--- config.mk ---
export PLATFORM = sky130hd
export DESIGN_NAME = mem_disp_scan
export DESIGN_NICKNAME = d
export VERILOG_FILES = /design/src/rtl/mem_disp_scan.sv
export SDC_FILE = /design/constraint.sdc
export NUM_CORES = 2
export LEC_CHECK = 0
export BUFFER_PORTS_ARGS = -buffer_cell sky130_fd_sc_hd__buf_2
export CELL_PAD_IN_SITES_DETAIL_PLACEMENT = 1
export CELL_PAD_IN_SITES_GLOBAL_PLACEMENT = 2
export CORE_MARGIN = 2
export CORE_UTILIZATION = 43
export CTS_BUF_LIST = sky130_fd_sc_hd__clkbuf_16
export DETAILED_ROUTE_END_ITERATION = 16
export PLACE_DENSITY_LB_ADDON = 0.1
export SYNTH_ARGS = -nofsm -noshare
export SYNTH_HDL_FRONTEND = slang
export SYNTH_SLANG_ARGS = --single-unit
--- constraint.sdc ---
create_clock -name clk -period 3.3 [get_ports clk]
set_input_delay 0.33 -clock clk [delete_from_list [all_inputs] [get_ports clk]]
set_output_delay 0.33 -clock clk [all_outputs]
set_load 0.03 [all_outputs]
--- src/rtl/mem_disp_scan.sv ---
// Display memory with a one-cycle host read/write port and a valid/ready scan-out engine.
// Define MEM_DISP_SCAN_CLEAR_EN to zero the whole array automatically after every reset.
module mem_disp_scan #(
  parameter int WIDTH = 1,
  parameter int DEPTH = 1024,
  localparam int AW = $clog2(DEPTH)
) (
  input  logic             clk,
  input  logic             rst,
  input  logic             wr,
  input  logic [AW-1:0]    addr,
  input  logic [WIDTH-1:0] d_i,
  output logic [WIDTH-1:0] d_o,
  input  logic             scan_start,
  output logic             scan_busy,
  output logic             scan_valid,
  input  logic             scan_ready,
  output logic [WIDTH-1:0] scan_data,
  output logic [AW-1:0]    scan_addr,
  output logic             scan_last,
  output logic             clr_busy
);

  localparam logic [AW-1:0] LAST_ADDR = AW'(DEPTH - 1);

  typedef enum logic [1:0] {
    S_IDLE,
    S_STREAM
`ifdef MEM_DISP_SCAN_CLEAR_EN
    , S_CLEAR
`endif
  } state_t;

  state_t state, next_state;

  // NOTE: the array has no reset branch; a reset loop over every word would not map to RAM.
  logic [WIDTH-1:0] mem [DEPTH];

  logic          in_range;
  logic          fire;
  logic          load_first;
  logic          advance;
  logic          finish;
  logic [AW-1:0] next_scan_addr;

  assign in_range       = {1'b0, addr} < (AW + 1)'(DEPTH);
  assign fire           = scan_valid && scan_ready;
  assign next_scan_addr = scan_addr + AW'(1);

`ifdef MEM_DISP_SCAN_CLEAR_EN
  logic [AW-1:0] clr_addr;

  always_ff @(posedge clk or posedge rst) begin
    if (rst)                   clr_addr <= '0;
    else if (state == S_CLEAR) clr_addr <= clr_addr + AW'(1);
  end

  assign clr_busy = (state == S_CLEAR);
`else
  assign clr_busy = 1'b0;
`endif

  // NOTE: state registers use non-blocking assignments so every flop samples pre-edge values.
  always_ff @(posedge clk or posedge rst) begin
    if (rst) begin
`ifdef MEM_DISP_SCAN_CLEAR_EN
      state <= S_CLEAR;
`else
      state <= S_IDLE;
`endif
    end else begin
      state <= next_state;
    end
  end

  // NOTE: every output of this block gets a default first, so no latch is inferred.
  always_comb begin
    next_state = state;
    load_first = 1'b0;
    advance    = 1'b0;
    finish     = 1'b0;
    case (state)
      S_IDLE: begin
        if (scan_start) begin
          next_state = S_STREAM;
          load_first = 1'b1;
        end
      end
      S_STREAM: begin
        if (fire) begin
          if (scan_addr == LAST_ADDR) begin
            next_state = S_IDLE;
            finish     = 1'b1;
          end else begin
            advance = 1'b1;
          end
        end
      end
`ifdef MEM_DISP_SCAN_CLEAR_EN
      S_CLEAR: begin
        if (clr_addr == LAST_ADDR) next_state = S_IDLE;
      end
`endif
      default: next_state = S_IDLE;
    endcase
  end

  // The clear engine owns the write port while it runs; host writes are dropped.
  always_ff @(posedge clk) begin
`ifdef MEM_DISP_SCAN_CLEAR_EN
    if (state == S_CLEAR) mem[clr_addr] <= '0;
    else
`endif
    if (wr && in_range) mem[addr] <= d_i;
  end

  always_ff @(posedge clk or posedge rst) begin
    if (rst)           d_o <= '0;
    else if (in_range) d_o <= mem[addr];
    else               d_o <= '0;
  end

  // Scan fetches read the array before any same-edge write lands, so they see old data.
  always_ff @(posedge clk or posedge rst) begin
    if (rst) begin
      scan_valid <= 1'b0;
      scan_addr  <= '0;
      scan_data  <= '0;
    end else if (load_first) begin
      scan_valid <= 1'b1;
      scan_addr  <= '0;
      scan_data  <= mem[0];
    end else if (advance) begin
      scan_addr  <= next_scan_addr;
      scan_data  <= mem[next_scan_addr];
    end else if (finish) begin
      scan_valid <= 1'b0;
      scan_addr  <= '0;
    end
  end

  assign scan_busy = (state == S_STREAM);
  assign scan_last = scan_valid && (scan_addr == LAST_ADDR);

endmodule
==> out/results.txt <==
Outcome: finished with violations
Failing checks: setup timing
Hold Slack: 131 ps
Core Area: 0.122 mm²
Met2 Use GR: 51.9%
Worst vdd ir: 424 µV
Slowest-stage cell, CP: mux4_2
Hold Fails Final Rpt: 0
Cell accounting for the most synthesized area: edfxtp_1
Startpoint Class: flip-flop
CP Class: reg2reg
Synthesized flop and latch total: 1038
Routed WL: 202000 µm
Clk_skew: 33.4 ps
Cell with the most instances after synthesis: nor2_1
Synth Warn #: 0
Worst slack at placement: -585 ps
Mapped Cells: 3674
Slowest cell delay on critical path: 540 ps
Most frequent CP cell: mux4_2
Leak Pwr: 0.0190 µW
Detailed-route via count: 36.4k
Grt met1 use: 43.2%
Worst Hold Class: in2reg
Final #Nets: 3852
WP data arrival: 4300 ps
Placer Congestion: 0.881
First-pass GRT wire length: 287000 µm
Die Width: 354 µm
CTS clk-pin slew, worst paths: 60 ps
GRT overflow: 0
Synth Cell Area: 0.0527 mm²
Initial antenna violation count: 6
FP Rows: 128
Register area share after synthesis: 59.0%
Clock sink total: 1038
Post-synthesis average cell area: 14.4 µm²
Largest net degree at the start of global routing: 157
Ports: 32
Commonest cells post-synth: nor2_1 (1066), edfxtp_1 (1024), mux4_2 (536)
Drt wl/cell: 36.3 µm
Slew margin rel.: 32.2%
Area contributors post-synth: edfxtp_1 (58%), mux4_2 (23%), nor2_1 (7.6%), a22oi_1 (2.1%), clkbuf_1 (2.0%)
Initial Util: 43.3%
Pre-Repair DR Iteration Count: 5
Post-Syn Nets: 3691
Root buffer cell: clkbuf_16
Layout cells sized above 1: 30.3%
Port bufs: 30
Clock Tree Buf Depth: 3
Synth async-reset ratio: 1.35%
CP required: 3920 ps
Max-slew violations: 0
Final period util: 111%
Maximum clock frequency: 272 MHz
Detailed Route Iter0 Violations: 4624
Crit path time final: 3680 ps
Worst-path cell chain: ha_4, buf_12, buf_12, mux4_2, mux4_2, mux4_2, mux2i_4, a22oi_2, o2111ai_2, o311ai_1
CTS tree: built
DR DRC count: 0
Routed Antenna Nets: 0
Top-area cell type share of the netlist area: 58.3%
Die Ht: 354 µm
Met3 Resource Use GR: 6.11%
Fill cells: 11.8k
HPWL Detailed: 129000 µm
Via-to-Cell Ratio: 6.53
Delay-heaviest family, CP: multiplexers
Actual slew at the worst max-slew pin: 1010 ps
Final worst slack: -379 ps
Number of buffers created by CTS: 118
EDFF count, synth: 1024
Clock latency on the worst-skew pair: 780 ps
WP buf/inv: 2
Endpoint class of the critical path: flip-flop
GRT Util Overall: 32.3%
H-tree depth: 3
Critical Path Fanout Max: 8
Max-Cap Viols: 0
Vias in the first global route: 38.1k
Synth cell types: 62
RSZ-0062 raised after global routing: true
Gr busiest metal: met2
Count of final setup violators: 1
Post-synth top flop: edfxtp_1
Area growth, synth to finish: 17.2%
Power Density: 614 mW/mm²
Die area: 0.125 mm²
-- path summary, 6_finish.rpt --
path                                           from                       end  slack (ps)  depth (start not counted)
max                        scan_addr[0]$_DFFE_PP0P_     scan_data$_DFFE_PP0P_        -380                         10
min                                             d_i        mem[122]$_DFFE_PP_         130                          1
max reg2reg                scan_addr[0]$_DFFE_PP0P_     scan_data$_DFFE_PP0P_        -380                         10
min reg2reg                    state[0]$_DFFE_PP0P_    scan_valid$_DFFE_PP0P_         540                          1
max in group asynchronous                       rst  scan_addr[0]$_DFFE_PP0P_        2510                          3
min in group asynchronous                       rst             d_o$_DFF_PP0_         240                          3
-- registers in the layout, indices dropped and copies added (netlist names) --
register	flops
d_o	1
mem	1024
scan_valid	1
scan_addr	10
scan_data	1
state	1
-- report_power, final --
| group | internal, µW | switching, µW | leakage [µW] | total (µW) |
|---|---|---|---|---|
| combinational | 5060 | 5150 | 0.00768 | 10200 |
| clock | 7470 | 5700 | 0.00192 | 13200 |
| sequential | 14500 | 30.9 | 0.00938 | 14500 |
-- final cells by class --
cell class | instances | area, µm² | share of cell area (%)
diodes | 3 | 7.51 | 0.0121
clock buffers | 119 | 2980 | 4.82
multi-input cells | 2246 | 20200 | 32.7
flip-flops and latches | 1038 | 31100 | 50.3
repair buffers | 428 | 4610 | 7.46
clock inverters | 104 | 845 | 1.37
well taps | 1625 | 2030 | 3.29
inverters | 3 | 11.3 | 0.0182
-- routing by layer --
layer	wire length (µm)	share of wire [%]	up-vias
met4	9220	4.6	4
met1	78700	39	19500
met5	30	0.015	-
met2	96200	48	1925
li1	-	-	14500
met3	18100	8.9	462
-- metrics by stage --
stage | utilization (%) | TNS, ps | instance area [µm²] | total power (µW) | std cells
3_3_place_gp | 47.4 | -823 | 57800 | 24500 | 5329
5_1_grt | 50.8 | -421 | 61800 | 39000 | 5563
3_5_place_dp | 47.4 | -886 | 57800 | 24600 | 5329
2_1_floorplan | - | 0 | 52700 | 21300 | 3674
6_report | 50.8 | -379 | 61800 | 37900 | 5566
4_1_cts | 50.8 | -332 | 61800 | 38100 | 5563
-- layout by cell type (no fill, tap or decap), types with 13 or more instances in the layout --
| master | synthesis | final |
|---|---|---|
| a21oi_1 | 20 | 20 |
| a22oi_1 | 151 | 150 |
| buf_12 | 0 | 104 |
| buf_2 | 58 | 27 |
| buf_4 | 20 | 282 |
| clkbuf_16 | 0 | 119 |
| clkinv_1 | 1 | 36 |
| clkinv_2 | 0 | 23 |
| dfrtp_1 | 14 | 13 |
| edfxtp_1 | 1024 | 1024 |
| inv_1 | 2 | 19 |
| mux2i_1 | 21 | 20 |
| mux4_2 | 536 | 536 |
| nand2_1 | 197 | 165 |
| nand2_2 | 0 | 32 |
| nand3_1 | 37 | 37 |
| nand4_1 | 61 | 61 |
| nor2_1 | 1066 | 1063 |
| o21ai_0 | 16 | 16 |
-- cells by family after synthesis --
| group | synth area share [%] |
|---|---|
| compound gates | 3.23 |
| buf+inv | 3.11 |
| xor+xnor | 0.266 |
| fa+ha+maj | 0.0237 |
| mux | 23.3 |
| flops | 59.0 |
| simple gates | 11.0 |
| other cells | 0.00711 |
-- what timing repair did --
| item | 4_1_cts | 5_1_grt |
|---|---|---|
| endpoints found under the hold margin | 16 | 0 |
| endpoints found under the setup margin | 1 | 1 |
| hold buffers | 4 | 0 |
| resized for setup | 10 | 4 |
| buffers inserted | 6 | 0 |
| pin swaps | 3 | 2 |
| cloned | 2 | 0 |
Note: power is estimated with default switching activity, not from simulation.
